$ cat src/rtl/submatrix_pkg.sv
`default_nettype none
// ============================================================================
//  Module : submatrix_pkg
//  Brief  : Shared FSM state encoding and width helper for the submatrix
//           window generator.
//  Rev    : 1.0  initial release
// ============================================================================
package submatrix_pkg;

  // Frame sequencer states; the encoding is visible on the debug port.
  typedef enum logic [2:0] {
    S_IDLE  = 3'd0,
    S_FETCH = 3'd1,
    S_HOLD  = 3'd2,
    S_FLUSH = 3'd3,
    S_DONE  = 3'd4
  } state_t;

  // Bits needed to index 'value' items, never less than one so that
  // degenerate sizes still produce a legal vector.
  function automatic int clog2_min1(input int value);
    int width;
    width = 1;
    while ((1 << width) < value) begin
      width = width + 1;
    end
    return width;
  endfunction

endpackage
`default_nettype wire

$ cat src/rtl/submatrix_window_gen_tile_addr_counter.sv
`default_nettype none
// ============================================================================
//  Module : tile_addr_counter
//  Brief  : Nested tile-row / tile-column / row / column counters that walk
//           a row-major image one tile at a time and form the ROM address.
//  Rev    : 1.0  initial release
// ============================================================================
module tile_addr_counter
  import submatrix_pkg::*;
#(
  parameter int IMG_W  = 64,
  parameter int IMG_H  = 64,
  parameter int WIN    = 4,
  parameter int ADDR_W = 16
) (
  input  logic                                clock,
  input  logic                                resetN,
  input  logic                                clear,
  input  logic                                advance,
  output logic [ADDR_W-1:0]                   addr,
  output logic [ADDR_W-1:0]                   tile_r,
  output logic [ADDR_W-1:0]                   tile_c,
  output logic [clog2_min1(WIN*WIN)-1:0]      elem,
  output logic                                first_elem,
  output logic                                last_elem,
  output logic                                last_tile
);

  localparam int RC_W = clog2_min1(WIN);
  localparam int KW   = clog2_min1(WIN*WIN);

  localparam logic [RC_W-1:0]   RC_LAST   = RC_W'(WIN - 1);
  localparam logic [KW-1:0]     ELEM_LAST = KW'(WIN*WIN - 1);
  localparam logic [ADDR_W-1:0] TC_LAST   = ADDR_W'(IMG_W/WIN - 1);
  localparam logic [ADDR_W-1:0] TR_LAST   = ADDR_W'(IMG_H/WIN - 1);

  logic [RC_W-1:0]   c_q, c_d, r_q, r_d;
  logic [ADDR_W-1:0] tc_q, tc_d, tr_q, tr_d;
  logic [KW-1:0]     elem_q, elem_d;
  logic [ADDR_W-1:0] pix_row;

  // Step column, then row, then tile column, then tile row; all wrap to zero
  // after the last tile so the next frame starts clean.
  always_comb begin
    c_d    = c_q;
    r_d    = r_q;
    tc_d   = tc_q;
    tr_d   = tr_q;
    elem_d = elem_q;
    if (clear) begin
      c_d    = '0;
      r_d    = '0;
      tc_d   = '0;
      tr_d   = '0;
      elem_d = '0;
    end else if (advance) begin
      elem_d = (elem_q == ELEM_LAST) ? '0 : elem_q + 1'b1;
      if (c_q == RC_LAST) begin
        c_d = '0;
        if (r_q == RC_LAST) begin
          r_d = '0;
          if (tc_q == TC_LAST) begin
            tc_d = '0;
            tr_d = (tr_q == TR_LAST) ? '0 : tr_q + 1'b1;
          end else begin
            tc_d = tc_q + 1'b1;
          end
        end else begin
          r_d = r_q + 1'b1;
        end
      end else begin
        c_d = c_q + 1'b1;
      end
    end
  end

  // Counter registers.
  always_ff @(posedge clock or negedge resetN) begin
    if (!resetN) begin
      c_q    <= '0;
      r_q    <= '0;
      tc_q   <= '0;
      tr_q   <= '0;
      elem_q <= '0;
    end else begin
      c_q    <= c_d;
      r_q    <= r_d;
      tc_q   <= tc_d;
      tr_q   <= tr_d;
      elem_q <= elem_d;
    end
  end

  // Pixel address (tr*WIN + r)*IMG_W + tc*WIN + c; the parameter check in
  // the top guarantees it fits ADDR_W.
  assign pix_row    = tr_q * ADDR_W'(WIN) + ADDR_W'(r_q);
  assign addr       = pix_row * ADDR_W'(IMG_W) + tc_q * ADDR_W'(WIN) + ADDR_W'(c_q);
  assign tile_r     = tr_q;
  assign tile_c     = tc_q;
  assign elem       = elem_q;
  assign first_elem = (elem_q == '0);
  assign last_elem  = (elem_q == ELEM_LAST);
  assign last_tile  = (tr_q == TR_LAST) && (tc_q == TC_LAST);

endmodule
`default_nettype wire

$ cat src/rtl/submatrix_window_gen.sv
`default_nettype none
// ============================================================================
//  Module : submatrix_window_gen
//  Brief  : Streams WIN x WIN tiles of a row-major image out of a one-cycle
//           latency ROM; fill register plus output register let the next
//           tile be fetched while the current one waits on win_ready.
//           Define SUBMATRIX_DEBUG_EN to expose dbg_state / dbg_elem.
//  Rev    : 1.0  initial release
// ============================================================================
module submatrix_window_gen
  import submatrix_pkg::*;
#(
  parameter int IMG_W  = 64,
  parameter int IMG_H  = 64,
  parameter int WIN    = 4,
  parameter int PIX_W  = 1,
  parameter int ADDR_W = 16
) (
  input  logic                          clock,
  input  logic                          resetN,
  input  logic                          start,
  output logic [ADDR_W-1:0]             mem_addr,
  output logic                          mem_rd,
  input  logic [PIX_W-1:0]              mem_data,
  output logic                          win_valid,
  input  logic                          win_ready,
  output logic [WIN*WIN*PIX_W-1:0]      win_data,
  output logic [ADDR_W-1:0]             win_tile_r,
  output logic [ADDR_W-1:0]             win_tile_c,
  output logic                          busy,
  output logic                          done
`ifdef SUBMATRIX_DEBUG_EN
  ,
  output logic [2:0]                    dbg_state,
  output logic [clog2_min1(WIN*WIN)-1:0] dbg_elem
`endif
);

  localparam int KW = clog2_min1(WIN*WIN);
  localparam int DW = WIN*WIN*PIX_W;

  // Reject geometries the address counter cannot walk exactly.
  if ((IMG_W % WIN) != 0 || (IMG_H % WIN) != 0) begin : g_bad_dims
    $error("submatrix_window_gen: IMG_W and IMG_H must be multiples of WIN");
  end
  if ((64'(IMG_W) * 64'(IMG_H)) > (64'd1 << ADDR_W)) begin : g_bad_addr
    $error("submatrix_window_gen: image does not fit in ADDR_W address bits");
  end

  state_t            state_q, state_d;

  logic [ADDR_W-1:0] cnt_addr, cnt_tr, cnt_tc;
  logic [KW-1:0]     cnt_elem;
  logic              cnt_first, cnt_last_elem, cnt_last_tile, cnt_clear;

  logic              issue_ok, rd_en, accept, cap_last;

  logic              rd_pend_q, rd_pend_d, pend_last_q, pend_last_d;
  logic [KW-1:0]     pend_elem_q, pend_elem_d;
  logic [ADDR_W-1:0] pend_tr_q, pend_tr_d, pend_tc_q, pend_tc_d;

  logic [DW-1:0]     fill_word;
  logic [DW-1:0]     fill_q, fill_d;
  logic              fill_full_q, fill_full_d;
  logic [ADDR_W-1:0] fill_tr_q, fill_tr_d, fill_tc_q, fill_tc_d;

  logic              out_valid_q, out_valid_d;
  logic [DW-1:0]     out_data_q, out_data_d;
  logic [ADDR_W-1:0] out_tr_q, out_tr_d, out_tc_q, out_tc_d;

  tile_addr_counter #(
    .IMG_W  (IMG_W),
    .IMG_H  (IMG_H),
    .WIN    (WIN),
    .ADDR_W (ADDR_W)
  ) u_cnt (
    .clock      (clock),
    .resetN     (resetN),
    .clear      (cnt_clear),
    .advance    (rd_en),
    .addr       (cnt_addr),
    .tile_r     (cnt_tr),
    .tile_c     (cnt_tc),
    .elem       (cnt_elem),
    .first_elem (cnt_first),
    .last_elem  (cnt_last_elem),
    .last_tile  (cnt_last_tile)
  );

  // Read issue: a new tile may only start when the tile completing in this
  // cycle is guaranteed a home in the output register (win_ready -> mem_rd).
  always_comb begin
    issue_ok    = !out_valid_q || win_ready;
    rd_en       = (state_q == S_FETCH) && (!cnt_first || issue_ok);
    cnt_clear   = (state_q == S_IDLE) && start;
    accept      = out_valid_q && win_ready;
    rd_pend_d   = rd_en;
    pend_elem_d = cnt_elem;
    pend_last_d = cnt_last_elem;
    pend_tr_d   = cnt_tr;
    pend_tc_d   = cnt_tc;
    cap_last    = rd_pend_q && pend_last_q;
  end

  // Fill/output register pair: returning beats land in the fill word; the
  // finished word goes straight to the output when it is free, else waits.
  always_comb begin
    fill_word = fill_q;
    if (rd_pend_q) begin
      fill_word[pend_elem_q*PIX_W +: PIX_W] = mem_data;
    end
    fill_d      = fill_word;
    fill_full_d = fill_full_q;
    fill_tr_d   = fill_tr_q;
    fill_tc_d   = fill_tc_q;
    out_valid_d = out_valid_q && !accept;
    out_data_d  = out_data_q;
    out_tr_d    = out_tr_q;
    out_tc_d    = out_tc_q;
    if (cap_last) begin
      if (!out_valid_q || accept) begin
        out_valid_d = 1'b1;
        out_data_d  = fill_word;
        out_tr_d    = pend_tr_q;
        out_tc_d    = pend_tc_q;
      end else begin
        fill_full_d = 1'b1;
        fill_tr_d   = pend_tr_q;
        fill_tc_d   = pend_tc_q;
      end
    end else if (fill_full_q && accept) begin
      fill_full_d = 1'b0;
      out_valid_d = 1'b1;
      out_data_d  = fill_q;
      out_tr_d    = fill_tr_q;
      out_tc_d    = fill_tc_q;
    end
  end

  // Frame sequencer next state.
  always_comb begin
    state_d = state_q;
    case (state_q)
      S_IDLE:  if (start) state_d = S_FETCH;
      S_FETCH: begin
        if (rd_en && cnt_last_elem && cnt_last_tile) begin
          state_d = S_FLUSH;
        end else if (cap_last && out_valid_q && !accept) begin
          state_d = S_HOLD;
        end
      end
      S_HOLD:  if (accept) state_d = S_FETCH;
      S_FLUSH: if (accept && !fill_full_q && !rd_pend_q) state_d = S_DONE;
      S_DONE:  state_d = S_IDLE;
      default: state_d = S_IDLE;
    endcase
  end

  // State, in-flight tracking and tile registers.
  always_ff @(posedge clock or negedge resetN) begin
    if (!resetN) begin
      state_q     <= S_IDLE;
      rd_pend_q   <= 1'b0;
      pend_elem_q <= '0;
      pend_last_q <= 1'b0;
      pend_tr_q   <= '0;
      pend_tc_q   <= '0;
      fill_q      <= '0;
      fill_full_q <= 1'b0;
      fill_tr_q   <= '0;
      fill_tc_q   <= '0;
      out_valid_q <= 1'b0;
      out_data_q  <= '0;
      out_tr_q    <= '0;
      out_tc_q    <= '0;
    end else begin
      state_q     <= state_d;
      rd_pend_q   <= rd_pend_d;
      pend_elem_q <= pend_elem_d;
      pend_last_q <= pend_last_d;
      pend_tr_q   <= pend_tr_d;
      pend_tc_q   <= pend_tc_d;
      fill_q      <= fill_d;
      fill_full_q <= fill_full_d;
      fill_tr_q   <= fill_tr_d;
      fill_tc_q   <= fill_tc_d;
      out_valid_q <= out_valid_d;
      out_data_q  <= out_data_d;
      out_tr_q    <= out_tr_d;
      out_tc_q    <= out_tc_d;
    end
  end

  assign mem_addr   = cnt_addr;
  assign mem_rd     = rd_en;
  assign win_valid  = out_valid_q;
  assign win_data   = out_data_q;
  assign win_tile_r = out_tr_q;
  assign win_tile_c = out_tc_q;
  assign busy       = (state_q == S_FETCH) || (state_q == S_HOLD) || (state_q == S_FLUSH);
  assign done       = (state_q == S_DONE);

`ifdef SUBMATRIX_DEBUG_EN
  assign dbg_state = state_q;
  assign dbg_elem  = cnt_elem;
`endif

endmodule
`default_nettype wire

$ cat config.mk
export PLATFORM = sky130hd
export DESIGN_NAME = submatrix_window_gen
export DESIGN_NICKNAME = d
export VERILOG_FILES = /design/src/rtl/submatrix_pkg.sv /design/src/rtl/submatrix_window_gen_tile_addr_counter.sv /design/src/rtl/submatrix_window_gen.sv
export SDC_FILE = /design/constraint.sdc
export NUM_CORES = 1
export LEC_CHECK = 0
export BUFFER_PORTS_ARGS = -buffer_cell sky130_fd_sc_hd__buf_4
export CAP_MARGIN = 25
export CORE_MARGIN = 2
export CORE_UTILIZATION = 55
export CTS_BUF_LIST = sky130_fd_sc_hd__clkbuf_4 sky130_fd_sc_hd__clkbuf_8 sky130_fd_sc_hd__clkbuf_16
export DETAILED_ROUTE_END_ITERATION = 16
export PLACE_DENSITY = 0.75
export SLEW_MARGIN = 25
export SYNTH_ARGS = -nofsm -noshare
export SYNTH_HDL_FRONTEND = slang
export SYNTH_HIERARCHICAL = 1
export SYNTH_SLANG_ARGS = --single-unit
export TNS_END_PERCENT = 20
$ cat constraint.sdc
create_clock -name clock -period 6.5 [get_ports clock]
set_input_delay 0.975 -clock clock [delete_from_list [all_inputs] [get_ports clock]]
set_output_delay 0.975 -clock clock [all_outputs]
set_load 0.005 [all_outputs]
-- Word-level counts from Yosys, hierarchy flattened
Cells that the tools add are included.
- register bits: 179
- input bits: 5
- output and inout port bits: 68
- logic and storage cells: 127
- $add $sub $neg: 9
- eq/ne operators: 15
- shift operators: 2
- mux-type cells: 44
- bitwise gates (word level): 1
- reduce and logical (&&, ||, !) cells: 37
- operator list (cell ; count):
    two-way mux 16 bit ; 21
    negator 4 -> 34 bit ; 1
    variable shift 1 x 34 -> 16 bit (first input constant) ; 1
    variable part select 1 x 34 -> 16 bit ; 1
    adder 16 x 1 -> 16 bit (second input constant) ; 2
    == test 16 x 4 -> 1 bit (second input constant) ; 2
    adder 16 bit ; 1
    adder 16 x 2 -> 16 bit ; 1
    bitwise mux 16 bit ; 1
    two-way mux 3 bit ; 5
    two-way mux 2 bit ; 7
    logical AND 1 bit ; 13
    two-way mux 4 bit ; 3
    case mux 3 bit (4 select lines) ; 1
    adder 10 x 2 -> 10 bit ; 1
    nonzero test 2 bit ; 5
    inequality test 2 bit (second input constant) ; 4
    AND reduction 2 bit ; 4
    AND reduction 4 bit ; 2
    == test 3 x 2 -> 1 bit (second input constant) ; 2
    two-way mux 1 bit ; 6
    logical NOT 1 bit ; 5
    logical OR 1 bit ; 5
    adder 2 x 1 -> 2 bit (second input constant) ; 2
    other kinds (11) ; 12

-- Depth between registers and ports, before layout
- depth in word-level cells: 8
- depth in mapped cells: 11
- depth with buffers taken out: 9

-- Hierarchy
The synthesis kept the hierarchy.
- by module, submodules not included (module ; times used ; cells each ; area an instance (µm²) ; sequential area each (µm²)):
    submatrix_window_gen ; 1 ; 496 ; 5610.4 ; 3478.3
    tile_addr_counter ; 1 ; 291 ; 2692.6 ; 1001.0

-- Least setup slack after synthesis
OpenSTA, ideal clock, no wires.
- kind: input-to-reg
- start: input port win_ready
- end: register u_cnt.tr_q[15], in the netlist u_cnt/tile_r[15]
- library setup time: 0.086 ns
- arrival: 3.075 ns
- data required time: 6.414 ns
- setup slack: 3.339 ns
- cell stages on the path: 9
- buffers on the path: 2
- cells stage by stage: nor2b_1 > buf_2 > a211oi_1 > buf_4 > a31oi_1 > or3_1 > or4_4 > mux2i_1 > nor3_1
- longest elaborated chain between the ends: 5
- ends and longest elaborated chain (item ; line ; RTL):
    start: declaration ; submatrix_window_gen.sv:26 ; input logic win_ready,
    logical OR 1 bit ; submatrix_window_gen.sv:93 ; issue_ok = !out_valid_q || win_ready;
    logical OR 1 bit ; submatrix_window_gen.sv:94 ; rd_en = (state_q == S_FETCH) && (!cnt_first || issue_ok);
    logical AND 1 bit ; submatrix_window_gen.sv:94 ;
    via mem_rd ; submatrix_window_gen.sv:23 ; output logic mem_rd,
    nonzero test 2 bit (no line) ; - ;
    AND reduction 4 bit (no line) ; - ;
    end signal: assignment ; submatrix_window_gen_tile_addr_counter.sv:89 ; tr_q <= tr_d;
    end: declaration ; submatrix_window_gen_tile_addr_counter.sv:38 ; logic [ADDR_W-1:0] tc_q, tc_d, tr_q, tr_d;
The timed path passes the listed nets, and every way through them passes these cells.
A chain may end at the register's enable or synchronous reset.

-- Worst setup path in the final report
- start: register u_cnt.tc_q[5], in the netlist u_cnt/tile_c[5]
- end: output port mem_addr[15]
- longest elaborated chain between the ends: 2
- ends and longest elaborated chain (item ; line ; RTL):
    start: declaration ; submatrix_window_gen_tile_addr_counter.sv:38 ;
    start signal: assignment ; submatrix_window_gen_tile_addr_counter.sv:88 ; tc_q <= tc_d;
    adder 16 bit ; submatrix_window_gen_tile_addr_counter.sv:97 ; assign addr = pix_row * ADDR_W'(IMG_W) + tc_q * ADDR_W'(WIN) + ADDR_W'(c_q);
    adder 16 x 2 -> 16 bit ; submatrix_window_gen_tile_addr_counter.sv:97 ;
    end: declaration ; submatrix_window_gen.sv:22 ; output logic [ADDR_W-1:0] mem_addr,
Every way passes these cells.

==> results.cfg <==
[sta]
setup_tns_ns = 0
slew_violations = 0
fmax_mhz = 272
relSlewSlack = 0.400
tightest_slew_ns = 0.901
setup_viol = 0
timing_hold_violations_final = 0
fin_crit_ns = 3.68
rsz0062_at_grt = false
finalCritPeriodShare = 0.565
fin_skew_ns = 0.00719

[floorplanning]
die_y_um = 127
row_count = 44
die_w_um = 127
dieArea_um2 = 16100
start_util = 0.567
coreArea_um2 = 14600
boundaryPins = 73

[cts]
post_cts_buffers = 0
clock_latency_ns = 0.43
numCtsBuffers = 17
htreeDepth = 4
clkTransAtPathRegs_ns = 0.07
clock_sinks = 179
post_cts_resized = 0
cts_max_path_buffers = 2
hold_buffers = 0
clk_root_buffer_cell = clkbuf_16
cts_tree = done

[global_routing]
grt-busiest-layer = met2
grt_pass1_vias = 5949
antenna_found_initial = 0
use_met1 = 0.329
grt_usage = 0.242
grt-ovfl-total = 0
met3_usage = 0.0481
grt_max_degree = 107
met2_usage = 0.393
grt_pass1_wl_um = 30400

[logic_synthesis]
synth.most_common_cell = dfrtp_1
synth_nets = 812
synth-seq-cells = 179
synth_top_cell_by_area = dfrtp_1
syn_inst = 787
ys_seq_area_frac = 0.539
synth_area_leaders = dfrtp_1 (54%), mux2_2 (5.3%), nand2_1 (4.9%), nor2_1 (3.4%), a31oi_1 (3.0%)
synthFlopType = dfrtp_1
synthArstFlopShare = 1.00
synth_commonest_cells = dfrtp_1 (179), nand2_1 (108), nor2_1 (75), a31oi_1 (40), mux2_2 (39)
yosysWarnings = 6
synthDistinctLibCells = 71
netlist.area_leader.share = 0.539
synth_area_um2 = 8300
synth-edff-count = 0
syn_avg_cell_area_um2 = 10.6

[setup_path]
worst_setup_path_start_kind = register
startpoint = u_cnt/tile_c[5]
cp.arrival_ns = 2.70
r2r_end = u_cnt/tile_r[6]
cp_max_fo = 7
crit_end = mem_addr[15]
crit_type = reg2out
worst_setup_path_end_kind = output pin
reg2reg_depth = 9
cp.required_ns = 5.52
r2r_setup_slack_ns = 3.53
r2r_start = u_cnt/elem[0]

[pwr]
ir_worst_vdd_mv = 0.240
p_per_area_nw_per_um2 = 412
finalPower_mw = 3.90
p_leak_nw = 4.36

[drt]
wl_per_cell_um = 18.2
vias = 6163
dr.pass1.iters = 5
antenna_left = 0
first_iter_violations = 626
drt_wl_total_um = 18800
drc = 0
viasPerCell = 5.97

[min_path]
hp-class = reg2reg
whs_path_depth = 0

[finish]
drive_above_1_share = 0.200
n_antenna_cell = 0
area_growth_pct = 14.0
nets = 861

[place]
port_buffers = 72
hpwlAfterDp_um = 12500
gp_congestion = 0.841

[flow_run]
drv_cap = 0

[run_status]
status = finished, final reports clean
-- worst min path at each step --
stage                        from              to  slack (ns)
finish              u_cnt/elem[3]  pend_elem_q[3]        0.45
floorplan           u_cnt/elem[3]  pend_elem_q[3]        0.40
detailed placement  u_cnt/elem[3]  pend_elem_q[3]        0.43
global placement    u_cnt/elem[0]  pend_elem_q[0]        0.42
CTS                 u_cnt/elem[3]  pend_elem_q[3]        0.45
global route        u_cnt/elem[0]  pend_elem_q[0]        0.48
-- state kept, by name, indices dropped and copies added (netlist names) --
signal,flops
fill_tr_q,16
win_tile_c,16
win_valid,1
fill_tc_q,16
state_q,3
u_cnt/c_q,2
rd_pend_q,1
pend_last_q,1
u_cnt/tile_r,16
pend_tc_q,16
pend_tr_q,16
u_cnt/tile_c,16
u_cnt/r_q,2
win_tile_r,16
u_cnt/elem,4
fill_q,16
win_data,16
fill_full_q,1
pend_elem_q,4
-- cell families (layout without fill, tap and decap cells) --
kind of cell | Yosys count | in the layout | share of synthesized area
xor+xnor | 24 | 24 | 0.0262
flops | 179 | 179 | 0.539
buf+inv | 69 | 131 | 0.0396
compound gates | 148 | 148 | 0.121
fa+ha+maj | 20 | 20 | 0.0310
simple gates | 295 | 295 | 0.174
mux | 52 | 52 | 0.0686
-- through the flow --
stage	hold slack (ns)	setup WS, ns	instance area [µm²]	util	cells
floorplan	0.396	3.34	8300	-	787
global placement	0.418	3.29	8880	0.606	1001
detailed placement	0.429	3.16	8880	0.606	1001
CTS	0.450	2.83	9470	0.646	1033
global route	0.476	2.66	9470	0.647	1033
finish	0.448	2.82	9470	0.647	1033
-- worst max-delay path, cell delays in order, from the launching register on --
cell	delay, ns
dfrtp_1	0.48
ha_1	0.34
a21oi_1	0.22
o211ai_1	0.15
or4_1	0.45
a2111o_1	0.38
o211a_1	0.12
buf_4	0.13
-- per-layer routing --
layer  wire, µm  up-vias
met4        385        0
met1       8460     3065
li1           -     2892
met3        832       32
met5          0        -
met2       9090      174
-- cell usage in the layout (no fill, tap or decap), drive strengths merged, types with 6 or more instances in the layout --
master,synthesis,layout
a21oi,20,20
inv,21,31
nor2,76,76
o211ai,8,8
nor3,14,14
nand2,109,109
or4,6,6
o21ai,39,39
o31ai,11,11
dfrtp,179,179
mux2,39,39
a31oi,40,40
buf,30,77
ha,19,19
xor2,9,9
clkbuf,18,18
or3,8,8
nand4,12,12
and3,8,8
mux2i,13,13
xnor2,15,15
nor4,8,8
nand3,25,25
nor2b,10,10
-- power by group --
group / leakage [nW] / internal (mW) / total [mW] / switching [mW]
combinational: 1.75 / 0.564 / 1.26 / 0.695
clock: 0.289 / 0.547 / 1.03 / 0.478
sequential: 2.32 / 1.39 / 1.61 / 0.224
-- area by class of cell --
cell class / count / area, µm²
timing repair buffer: 78 / 592
tap: 184 / 230
inverter: 21 / 78.8
sequential: 179 / 4480
clock inverter: 15 / 163
multi-input combinational: 539 / 3500
clock buffer: 17 / 425
fill: 1105 / 5180
No activity file was read; power rests on OpenSTA's default activity.
